--- src/rtl/haz_scoreboard.sv ---
// -----------------------------------------------------------------------------
// haz_scoreboard
//
// Purpose:
//   Decode-stage hazard unit for an in-order pipeline. It tracks the
//   destination registers of the FWD_DEPTH instructions issued after decode and
//   drives three kinds of decision from them:
//     - forwarding selects for the two decode source operands
//       (youngest producer wins),
//     - a decode stall for load-use hazards and for branches whose operand
//       producer is still in the first execute stage,
//     - branch resolution, a redirect pulse and a multi-cycle flush window.
//   The backend never stalls. A stalled or flushed decode slot injects a bubble
//   into the tracked window.
//
// Parameters:
//   XLEN      - branch operand width
//   FWD_DEPTH - tracked/forwardable stages after decode (1..7)
//   LOAD_LAT  - first stage index at which load data can be forwarded
//               (1..FWD_DEPTH)
//   FLUSH_CYC - cycles FLUSH is held per redirect (>= 1)
//
// Ports:
//   clk_i            rising-edge clock
//   rst_n_i          asynchronous active-low reset
//   issue_valid_i    decode presents an instruction
//   issue_rd_i       destination register of the decode instruction
//   issue_we_i       decode instruction writes rd
//   issue_load_i     decode instruction is a load
//   rs1_i, rs2_i     decode source registers
//   rs1_used_i       decode instruction reads rs1
//   rs2_used_i       decode instruction reads rs2
//   branch_i         decode holds a conditional branch
//   jump_i           decode holds an unconditional jump
//   branch_type_i    BEQ/BNE/BLT/BGE/BLTU/BGEU (000..101)
//   branch_arg1_i    first branch operand, already forwarded
//   branch_arg2_i    second branch operand, already forwarded
//   fwd_a_sel_o      rs1 operand source: 0 = regfile, k = stage k result
//   fwd_b_sel_o      rs2 operand source: 0 = regfile, k = stage k result
//   stall_o          hold decode this cycle
//   flush_o          squash decode (redirect or flush window)
//   branch_taken_o   the conditional branch in decode resolves taken
//   stall_cnt_o      saturating count of stalled cycles
// -----------------------------------------------------------------------------
module haz_scoreboard #(
  parameter int XLEN      = 32,
  parameter int FWD_DEPTH = 2,
  parameter int LOAD_LAT  = 2,
  parameter int FLUSH_CYC = 2,
  parameter int SEL_W     = $clog2(FWD_DEPTH + 1)
) (
  input  logic             clk_i,
  input  logic             rst_n_i,
  input  logic             issue_valid_i,
  input  logic [4:0]       issue_rd_i,
  input  logic             issue_we_i,
  input  logic             issue_load_i,
  input  logic [4:0]       rs1_i,
  input  logic [4:0]       rs2_i,
  input  logic             rs1_used_i,
  input  logic             rs2_used_i,
  input  logic             branch_i,
  input  logic             jump_i,
  input  logic [2:0]       branch_type_i,
  input  logic [XLEN-1:0]  branch_arg1_i,
  input  logic [XLEN-1:0]  branch_arg2_i,
  output logic [SEL_W-1:0] fwd_a_sel_o,
  output logic [SEL_W-1:0] fwd_b_sel_o,
  output logic             stall_o,
  output logic             flush_o,
  output logic             branch_taken_o,
  output logic [31:0]      stall_cnt_o
);

  // Width of the flush countdown; it only ever holds FLUSH_CYC-1 down to 0.
  localparam int CNT_W = (FLUSH_CYC > 1) ? $clog2(FLUSH_CYC) : 1;

  // Branch type encodings
  localparam logic [2:0] BT_BEQ  = 3'b000;
  localparam logic [2:0] BT_BNE  = 3'b001;
  localparam logic [2:0] BT_BLT  = 3'b010;
  localparam logic [2:0] BT_BGE  = 3'b011;
  localparam logic [2:0] BT_BLTU = 3'b100;
  localparam logic [2:0] BT_BGEU = 3'b101;

  // ---------------------------------------------------------------------------
  // Branch condition evaluation. Types 110/111 are reserved and never taken.
  // ---------------------------------------------------------------------------
  function automatic logic branch_cond(input logic [2:0]      btype,
                                       input logic [XLEN-1:0] a,
                                       input logic [XLEN-1:0] b);
    logic res;
    case (btype)
      BT_BEQ:  res = (a == b);
      BT_BNE:  res = (a != b);
      BT_BLT:  res = ($signed(a) <  $signed(b));
      BT_BGE:  res = ($signed(a) >= $signed(b));
      BT_BLTU: res = (a <  b);
      BT_BGEU: res = (a >= b);
      default: res = 1'b0;
    endcase
    return res;
  endfunction

  // ---------------------------------------------------------------------------
  // In-flight window: entry k describes the instruction issued k cycles ago.
  // ---------------------------------------------------------------------------
  logic [FWD_DEPTH:1] vld_q, vld_d;
  logic [FWD_DEPTH:1] we_q,  we_d;
  logic [FWD_DEPTH:1] ld_q,  ld_d;
  logic [4:0]         rd_q [FWD_DEPTH:1];
  logic [4:0]         rd_d [FWD_DEPTH:1];

  logic [CNT_W-1:0]   flush_cnt_q, flush_cnt_d;
  logic [31:0]        stall_cnt_q, stall_cnt_d;

  // Youngest-producer lookup results per source
  logic [SEL_W-1:0]   sel_a_s, sel_b_s;
  logic               ld_a_s,  ld_b_s;

  // Hazard / control intermediates
  logic               stall_raw_s;
  logic               flushing_s;
  logic               cond_s;
  logic               taken_s;
  logic               redirect_s;
  logic               stall_s;
  logic               flush_s;
  logic               issue_s;

  // Youngest matching producer for rs1. Scanning from the oldest entry down
  // lets the last assignment (smallest k) win.
  always_comb begin
    sel_a_s = '0;
    ld_a_s  = 1'b0;
    for (int k = FWD_DEPTH; k >= 1; k--) begin
      if (vld_q[k] && we_q[k] && (rd_q[k] == rs1_i) &&
          (rs1_i != 5'd0) && rs1_used_i) begin
        sel_a_s = SEL_W'(k);
        ld_a_s  = ld_q[k];
      end else begin
        sel_a_s = sel_a_s;
        ld_a_s  = ld_a_s;
      end
    end
  end

  // Youngest matching producer for rs2, same scheme as rs1.
  always_comb begin
    sel_b_s = '0;
    ld_b_s  = 1'b0;
    for (int k = FWD_DEPTH; k >= 1; k--) begin
      if (vld_q[k] && we_q[k] && (rd_q[k] == rs2_i) &&
          (rs2_i != 5'd0) && rs2_used_i) begin
        sel_b_s = SEL_W'(k);
        ld_b_s  = ld_q[k];
      end else begin
        sel_b_s = sel_b_s;
        ld_b_s  = ld_b_s;
      end
    end
  end

  // Stall, branch resolution, redirect and flush decisions.
  always_comb begin
    // A load whose youngest producer sits before LOAD_LAT has no data yet.
    // A branch cannot use a result that is still being computed in stage 1.
    stall_raw_s = (ld_a_s && (sel_a_s < SEL_W'(LOAD_LAT))) ||
                  (ld_b_s && (sel_b_s < SEL_W'(LOAD_LAT))) ||
                  (branch_i && ((sel_a_s == SEL_W'(1)) ||
                                (sel_b_s == SEL_W'(1))));
    flushing_s  = (flush_cnt_q != '0);
    cond_s      = branch_cond(branch_type_i, branch_arg1_i, branch_arg2_i);

    // An instruction sitting in decode during a flush window is already
    // squashed, so it neither stalls nor redirects.
    stall_s     = stall_raw_s && !flushing_s;
    taken_s     = branch_i && cond_s && !stall_raw_s && !flushing_s;
    redirect_s  = taken_s || (jump_i && !stall_raw_s && !flushing_s);
    flush_s     = redirect_s || flushing_s;
    issue_s     = issue_valid_i && !stall_s && !flush_s;
  end

  // Next state of the window, flush countdown and stall counter.
  always_comb begin
    vld_d = '0;
    we_d  = '0;
    ld_d  = '0;
    for (int k = 1; k <= FWD_DEPTH; k++) begin
      rd_d[k] = 5'd0;
    end

    // Stage 1 takes the decode instruction or a bubble.
    if (issue_s) begin
      vld_d[1] = 1'b1;
      we_d[1]  = issue_we_i;
      ld_d[1]  = issue_load_i;
      rd_d[1]  = issue_rd_i;
    end else begin
      vld_d[1] = 1'b0;
      we_d[1]  = 1'b0;
      ld_d[1]  = 1'b0;
      rd_d[1]  = 5'd0;
    end

    // Older stages always advance; the last entry simply drops off.
    for (int k = 2; k <= FWD_DEPTH; k++) begin
      vld_d[k] = vld_q[k-1];
      we_d[k]  = we_q[k-1];
      ld_d[k]  = ld_q[k-1];
      rd_d[k]  = rd_q[k-1];
    end

    // The redirect cycle itself is the first flush cycle, hence FLUSH_CYC-1.
    if (redirect_s) begin
      flush_cnt_d = CNT_W'(FLUSH_CYC - 1);
    end else if (flushing_s) begin
      flush_cnt_d = flush_cnt_q - CNT_W'(1);
    end else begin
      flush_cnt_d = flush_cnt_q;
    end

    if (stall_s && (stall_cnt_q != 32'hFFFF_FFFF)) begin
      stall_cnt_d = stall_cnt_q + 32'd1;
    end else begin
      stall_cnt_d = stall_cnt_q;
    end
  end

  // State registers; reset empties the window and aborts stall/flush activity.
  always_ff @(posedge clk_i or negedge rst_n_i) begin
    if (!rst_n_i) begin
      vld_q       <= '0;
      we_q        <= '0;
      ld_q        <= '0;
      for (int k = 1; k <= FWD_DEPTH; k++) begin
        rd_q[k] <= 5'd0;
      end
      flush_cnt_q <= '0;
      stall_cnt_q <= 32'd0;
    end else begin
      vld_q       <= vld_d;
      we_q        <= we_d;
      ld_q        <= ld_d;
      for (int k = 1; k <= FWD_DEPTH; k++) begin
        rd_q[k] <= rd_d[k];
      end
      flush_cnt_q <= flush_cnt_d;
      stall_cnt_q <= stall_cnt_d;
    end
  end

  // Output drive. FLUSH and STALL are held low while reset is asserted even if
  // a jump or branch is presented; BRANCH_TAKEN still reflects the inputs.
  assign fwd_a_sel_o    = sel_a_s;
  assign fwd_b_sel_o    = sel_b_s;
  assign stall_o        = stall_s && rst_n_i;
  assign flush_o        = flush_s && rst_n_i;
  assign branch_taken_o = taken_s;
  assign stall_cnt_o    = stall_cnt_q;

endmodule

--- config.mk ---
export PLATFORM = sky130hd
export DESIGN_NAME = haz_scoreboard
export DESIGN_NICKNAME = d
export VERILOG_FILES = /design/src/rtl/haz_scoreboard.sv
export SDC_FILE = /design/constraint.sdc
export NUM_CORES = 1
export LEC_CHECK = 0
export BUFFER_PORTS_ARGS = -buffer_cell sky130_fd_sc_hd__buf_4
export CORE_UTILIZATION = 46
export CTS_CLUSTER_DIAMETER = 50
export DETAILED_ROUTE_END_ITERATION = 8
export PLACE_DENSITY = 0.82
export SYNTH_ARGS = -nofsm -noshare
export SYNTH_HDL_FRONTEND = slang
export SYNTH_SLANG_ARGS = --single-unit
--- constraint.sdc ---
create_clock -name clk_i -period 2.5 [get_ports clk_i]
set_input_delay 0 -clock clk_i [delete_from_list [all_inputs] [get_ports clk_i]]
set_output_delay 0 -clock clk_i [all_outputs]
set_load 0.02 [all_outputs]
==> flow_summary.yaml, run 1 <==
run_status:
  run_status: "completed"
synthesis:
  synth.area.top_cells: "dfrtp_1 (35%), ha_1 (12%), xor2_1 (8.5%), xnor2_1 (4.6%), inv_1 (4.5%)"
  yosysTopAreaCell: "dfrtp_1"
  synth_area_sq_um: 3406
  synthFlopType: "dfrtp_1"
  synth_cells: 353
  synth_cell_types: 53
  avgSynthCellArea_sq_um: 9.648
  synth_edf_count: 0
  synth_seq_cells: 48
  synth-async-reset-ratio: 1.000
  ys_top_cells_by_count: "dfrtp_1 (48), inv_1 (41), ha_1 (33), xor2_1 (33), nand3_1 (24)"
  synth_most_common_cell: "dfrtp_1"
  synth_nets: 477
  synth.top_cell.area_share: 0.3527
  synth_warnings: 0
  ys_seq_area_frac: 0.3527
setup_path:
  cp.required_ps: 2500
  worstSetupStartpoint: "branch_arg2_i[31]"
  cp.arrival_ps: 2340
  cp-endpoint: "branch_taken_o"
  crit_fanout: 5
  end_kind: "output port"
  startpoint_type: "input pin"
  r2r_slack_ps: 190
  r2r-end: "stall_cnt_o[26]$_DFFE_PN0P_"
  crit_type: "in -> out"
  reg2reg_from: "stall_cnt_o[4]$_DFFE_PN0P_"
  r2r.worst_path.cells: 8
timing:
  min_period_ps: 2340
  finalHoldWorstSlack_ps: 40.67
  setup_ws_ps: 160.0
  setup_violations: 0
  rsz0062_at_grt: "true"
  finalCritPeriodShare: 0.9360
  relSlewSlack: 0.6084
  worst_slew_pin_slew_ps: 587.4
  slew_violations: 0
  finClkSkew_ps: 5.576
  fmax_mhz: 427.4
  finalHoldViolations: 0
floorplanning:
  core_sq_um: 7214
  start_util: 0.4721
  ioPinCount: 130
  fp-row-count: 31
  dieArea_sq_um: 7752
  chipWidth_um: 88.05
  die_h_um: 88.05
place:
  place_ws_ps: 144.3
  gp_congestion: 0.7947
  io_buffer_count: 129
  placed_cell_area_sq_um: 4559
  dp_cells: 587
  dp_hpwl_um: 6844
cts:
  root_buffer: "clkbuf_8"
  clock_sinks: 48
  h-tree-depth: 2
  clockBufferDepth: 2
  clk_latency_ps: 300
  cts_buffers: 5
  clk_pin_slew_worst_paths_ps: 90
  cts_tree: "done"
layout:
  final_layout_size_suffix_gt1_frac: 0.3477
  syn2layout_area_growth_pct: 41.66
  design_area_sq_um: 4825
  final_util: 0.6687
  finalNonFillerCells: 611
  nets: 635
  diodes: 0
pwr:
  max-vdd-ir-drop_mv: 0.4101
  p_leak_nw: 2.561
  pwr_density_cell_nw_per_um2: 340.7
hold_path:
  hold_path_class: "in -> reg"
drt:
  drt_iter0_markers: 56
  drc: 0
  viasPerCell: 5.237
  wl_per_cell_um: 14.01
  routed-via-count: 3200
  drt_pre_antenna_iters: 4
  ant_nets: 0
  routed_wl_um: 8558
flow_run:
  drv_cap: 0
global_routing:
  grt_max_degree: 49
  grt_pass1_vias: 3067
  grt_pass1_wl_um: 13540
  antenna_found_initial: 0
  gr-total-overflow: 0
  grt_use_total: 0.2233
[state kept, by name, indices dropped and copies added (netlist names)]
register,flops
flush_cnt_q,1
ld_q,1
rd_d,5
rd_q,5
stall_cnt_o,32
vld_q,2
we_q,2
[cells by family (layout without fill, tap and decap cells)]
group                      Yosys count  in the layout  share of synthesized area
AOI/OAI and AO/OA                   39             39                    0.07973
xor gates and xnor gates            52             52                     0.1359
adders and majority gates           33             33                     0.1212
buffers and inverters               47            206                    0.05731
DFF                                 48             48                     0.3527
and+or+nand+nor                    134            134                     0.2531
[per-layer routing]
layer	GRT usage	share of wire	vias to the layer above
li1	-	-	1566
met1	0.2579	0.41	1501
met2	0.4172	0.49	118
met3	0.03959	0.075	15
met4	0.07038	0.019	0
met5	0	0	-
[area by class of cell]
cell class	instances	area (sq um)
clock buffers	5	68.82
clock inverters	3	21.27
fillers	577	2390
inverters	41	153.9
multi-input cells	258	2029
flip-flops and latches	48	1201
well taps	99	123.9
repair buffers	157	1226
[how the worst min path moves through the flow]
stage                                   to  depth (start not counted)  startpoint
2_1_floorplan        flush_cnt_q$_DFF_PN0_                          0     rst_n_i
3_3_place_gp   stall_cnt_o[27]$_DFFE_PN0P_                          2     rst_n_i
3_5_place_dp   stall_cnt_o[27]$_DFFE_PN0P_                          2     rst_n_i
4_1_cts                 vld_q[1]$_DFF_PN0_                          3      jump_i
5_1_grt                 vld_q[1]$_DFF_PN0_                          3      jump_i
6_report                vld_q[1]$_DFF_PN0_                          3      jump_i
[cell usage in the layout (no fill, tap or decap), types with 2 or more instances in the layout]
| master | netlist | final |
|---|---|---|
| nand3_1 | 24 | 24 |
| dfrtp_1 | 48 | 48 |
| buf_4 | 1 | 142 |
| a21oi_1 | 13 | 13 |
| nand4_2 | 2 | 2 |
| nor3_1 | 9 | 9 |
| o21ai_1 | 2 | 2 |
| nand2_1 | 21 | 21 |
| xor2_1 | 33 | 33 |
| a21boi_0 | 3 | 3 |
| clkbuf_8 | 0 | 5 |
| dlygate4sd3_1 | 0 | 14 |
| and3_1 | 5 | 5 |
| or4_4 | 2 | 2 |
| nor2_1 | 18 | 18 |
| o21ai_0 | 3 | 3 |
| nor4_4 | 2 | 4 |
| nor4_2 | 5 | 3 |
| nor3_2 | 9 | 9 |
| inv_1 | 41 | 41 |
| o41a_1 | 2 | 2 |
| o31a_1 | 2 | 2 |
| nand4_1 | 16 | 16 |
| and2_1 | 2 | 2 |
| nor4_1 | 8 | 8 |
| xnor2_1 | 18 | 18 |
| or4_1 | 2 | 2 |
| ha_1 | 33 | 32 |
[timing repair]
item                                    4_1_cts  5_1_grt
gates resized for setup                       0        3
endpoints found under the setup margin        0        9
hold endpoints to repair                     56        0
hold buffers                                 14        0
setup buffers                                 0        2
[power breakdown]
group	internal [mW]	switching [mW]	leakage [nW]
Clock	0.199	0.270	0.0445
Sequential	0.790	0.0118	0.644
Combinational	0.203	0.170	1.87
Total	1.19	0.452	2.56
[through the flow]
step	power [mW]	setup TNS [ps]
3_5_place_dp	1.169	0
6_report	1.644	0
3_3_place_gp	1.156	0
5_1_grt	1.739	-12.68
2_1_floorplan	0.9808	0
4_1_cts	1.656	0
[worst max-delay path, cell delays in order]
cell,delay [ps]
buf_4,80
inv_1,30
ha_2,370
nand4_2,200
nor4_4,310
a41oi_1,210
a211o_1,330
or4_4,440
nand2_1,100
and2_1,120
buf_4,140
No activity file was read; power rests on OpenSTA's default activity.
==> run 2: changes to the inputs <==
--- a/config.mk
+++ b/config.mk
@@ -9,7 +9,7 @@
 export CORE_UTILIZATION = 46
 export CTS_CLUSTER_DIAMETER = 50
 export DETAILED_ROUTE_END_ITERATION = 8
-export PLACE_DENSITY = 0.82
+export PLACE_DENSITY = 0.78
 export SYNTH_ARGS = -nofsm -noshare
 export SYNTH_HDL_FRONTEND = slang
 export SYNTH_SLANG_ARGS = --single-unit
==> constraint.sdc (replaced) <==
create_clock -name clk_i -period 2.9 [get_ports clk_i]
set_input_delay 0 -clock clk_i [delete_from_list [all_inputs] [get_ports clk_i]]
set_output_delay 0 -clock clk_i [all_outputs]
set_load 0.02 [all_outputs]
==> flow_summary.yaml, run 2 (synthesis results as in run 1) <==
cts:
  h-tree-depth: 2
  clk_pin_slew_worst_paths_ps: 100
  root_buffer: "clkbuf_8"
  hold_buffers: 16
  post_cts_buffers: 0
  cts_resized: 0
  clk_latency_ps: 310
  clock_sinks: 48
  cts_buffers: 5
  clockBufferDepth: 2
  cts_tree: "done"
global_routing:
  grt_max_degree: 50
  grt_use_total: 0.2219
  grt_pass1_wl_um: 13520
  gr-total-overflow: 0
  grt_pass1_vias: 3134
  antenna_found_initial: 0
pwr:
  p_clk_frac: 0.332
  p_leak_nw: 2.517
  swShare: 0.2610
  pwr-share-comb: 0.210
  internal_power_mw: 1.116
  seq_power_share: 0.458
  pwr_density_cell_nw_per_um2: 315.7
  p_sw_uw: 393.9
  max-vdd-ir-drop_mv: 0.2743
setup_path:
  end_kind: "register"
  crit_type: "reg -> reg"
  startpoint_type: "register"
  crit_fanout: 19
  cp.required_ps: 3070
  cp.arrival_ps: 2750
floorplanning:
  fp-row-count: 31
  start_util: 0.4721
  core_sq_um: 7214
  die_h_um: 88.05
  chipWidth_um: 88.05
  ioPinCount: 130
  dieArea_sq_um: 7752
timing:
  finClkSkew_ps: 11.54
  slew_violations: 0
  finalHoldViolations: 0
  finalCritPeriodShare: 0.8903
  fmax_mhz: 387.3
  setup_violations: 0
  fin_tns_setup_ps: 0
  relSlewSlack: 0.5892
  finalHoldWorstSlack_ps: 27.28
  min_period_ps: 2582
  worst_slew_pin_slew_ps: 616.2
  rsz0062_at_grt: "false"
layout:
  nets: 628
  final_common_cell: "buf_4"
  fillCellCount: 587
  largest_reg_flops: 32
  syn2layout_area_growth_pct: 40.41
  final_layout_size_suffix_gt1_frac: 0.3327
  diodes: 0
  layout_common_cells: "buf_4 (133), dfrtp_1 (48), inv_1 (41)"
hold_path:
  hold_path_class: "in -> reg"
run_status:
  run_status: "completed"
drt:
  wl_per_cell_um: 14.26
  drt_pre_antenna_iters: 4
  drt_iter0_markers: 73
  routed_wl_um: 8612
  viasPerCell: 5.245
  drc: 0
  routed-via-count: 3168
  ant_nets: 0
place:
  io_buffer_count: 129
  gp_congestion: 0.8458
  dp_hpwl_um: 6715
flow_run:
  drv_cap: 0
## run 2: cell count changes in the layout (fill, tap and decap cells not counted), moves of 2 or more
cell,previous run,this run
buf_4,142,133
dlygate4sd3_1,14,16
nor4_2,3,5
nor4_4,4,2
## run 2: critical path: stages (launching register included)
cell	delay, ps
dfrtp_1	460
nand4_2	220
nor4_4	430
nand4_4	240
nor2_2	230
a21o_1	420
buf_12	220
nor4_1	70
xor2_1	150
## run 2: per-stage QoR
| stage | cells | util | cell area (sq um) | setup slack, ps | power, mW |
|---|---|---|---|---|---|
| floorplan | 353 | - | 3406 | 401.7 | 0.8455 |
| CTS | 604 | 0.6629 | 4782 | 322.9 | 1.519 |
| finish | 604 | 0.6629 | 4782 | 318.2 | 1.510 |
| detailed placement | 580 | 0.6247 | 4507 | 349.8 | 1.004 |
| global route | 604 | 0.6629 | 4782 | 157.6 | 1.580 |
| global placement | 580 | 0.6247 | 4507 | 443.9 | 0.9935 |
## run 2: power groups by stage
stage	logic, mW	clock network, mW	registers (mW)
global route	0.354	0.533	0.693
floorplan	0.143	0	0.703
finish	0.317	0.502	0.691
CTS	0.320	0.507	0.691
detailed placement	0.299	0	0.704
global placement	0.290	0	0.703
## run 2: layout make-up
class | instances | area [sq um] | share of cell area
sequential | 48 | 1201 | 0.2512
clock inverter | 3 | 46.29 | 0.009681
inverter | 41 | 153.9 | 0.03218
timing repair buffer | 150 | 1179 | 0.2465
clock buffer | 5 | 68.82 | 0.01439
multi-input combinational | 258 | 2009 | 0.4202
tap | 99 | 123.9 | 0.02590
## run 2: path summary, 6_finish.rpt
check | start | end | slack (ps) | cells past startpoint
max in group asynchronous | rst_n_i | stall_cnt_o[8]$_DFFE_PN0P_ | 2240 | 2
hold reg to reg | vld_q[1]$_DFF_PN0_ | vld_q[2]$_DFF_PN0_ | 380 | 0
setup reg to reg | stall_cnt_o[4]$_DFFE_PN0P_ | stall_cnt_o[14]$_DFFE_PN0P_ | 320 | 8
setup / recovery | stall_cnt_o[4]$_DFFE_PN0P_ | stall_cnt_o[14]$_DFFE_PN0P_ | 320 | 8
min in group asynchronous | rst_n_i | stall_cnt_o[27]$_DFFE_PN0P_ | 240 | 2
hold / removal | jump_i | ld_q[1]$_DFF_PN0_ | 30 | 3
## run 2: per-layer routing
layer / track usage / up-vias / routed length (um) / part of all wire
li1: - / 1553 / - / -
met1: 0.2462 / 1497 / 3377 / 0.39
met2: 0.4327 / 110 / 4504 / 0.52
met3: 0.03864 / 8 / 638 / 0.074
met4: 0.05865 / 0 / 91 / 0.011
met5: 0 / - / 0 / 0
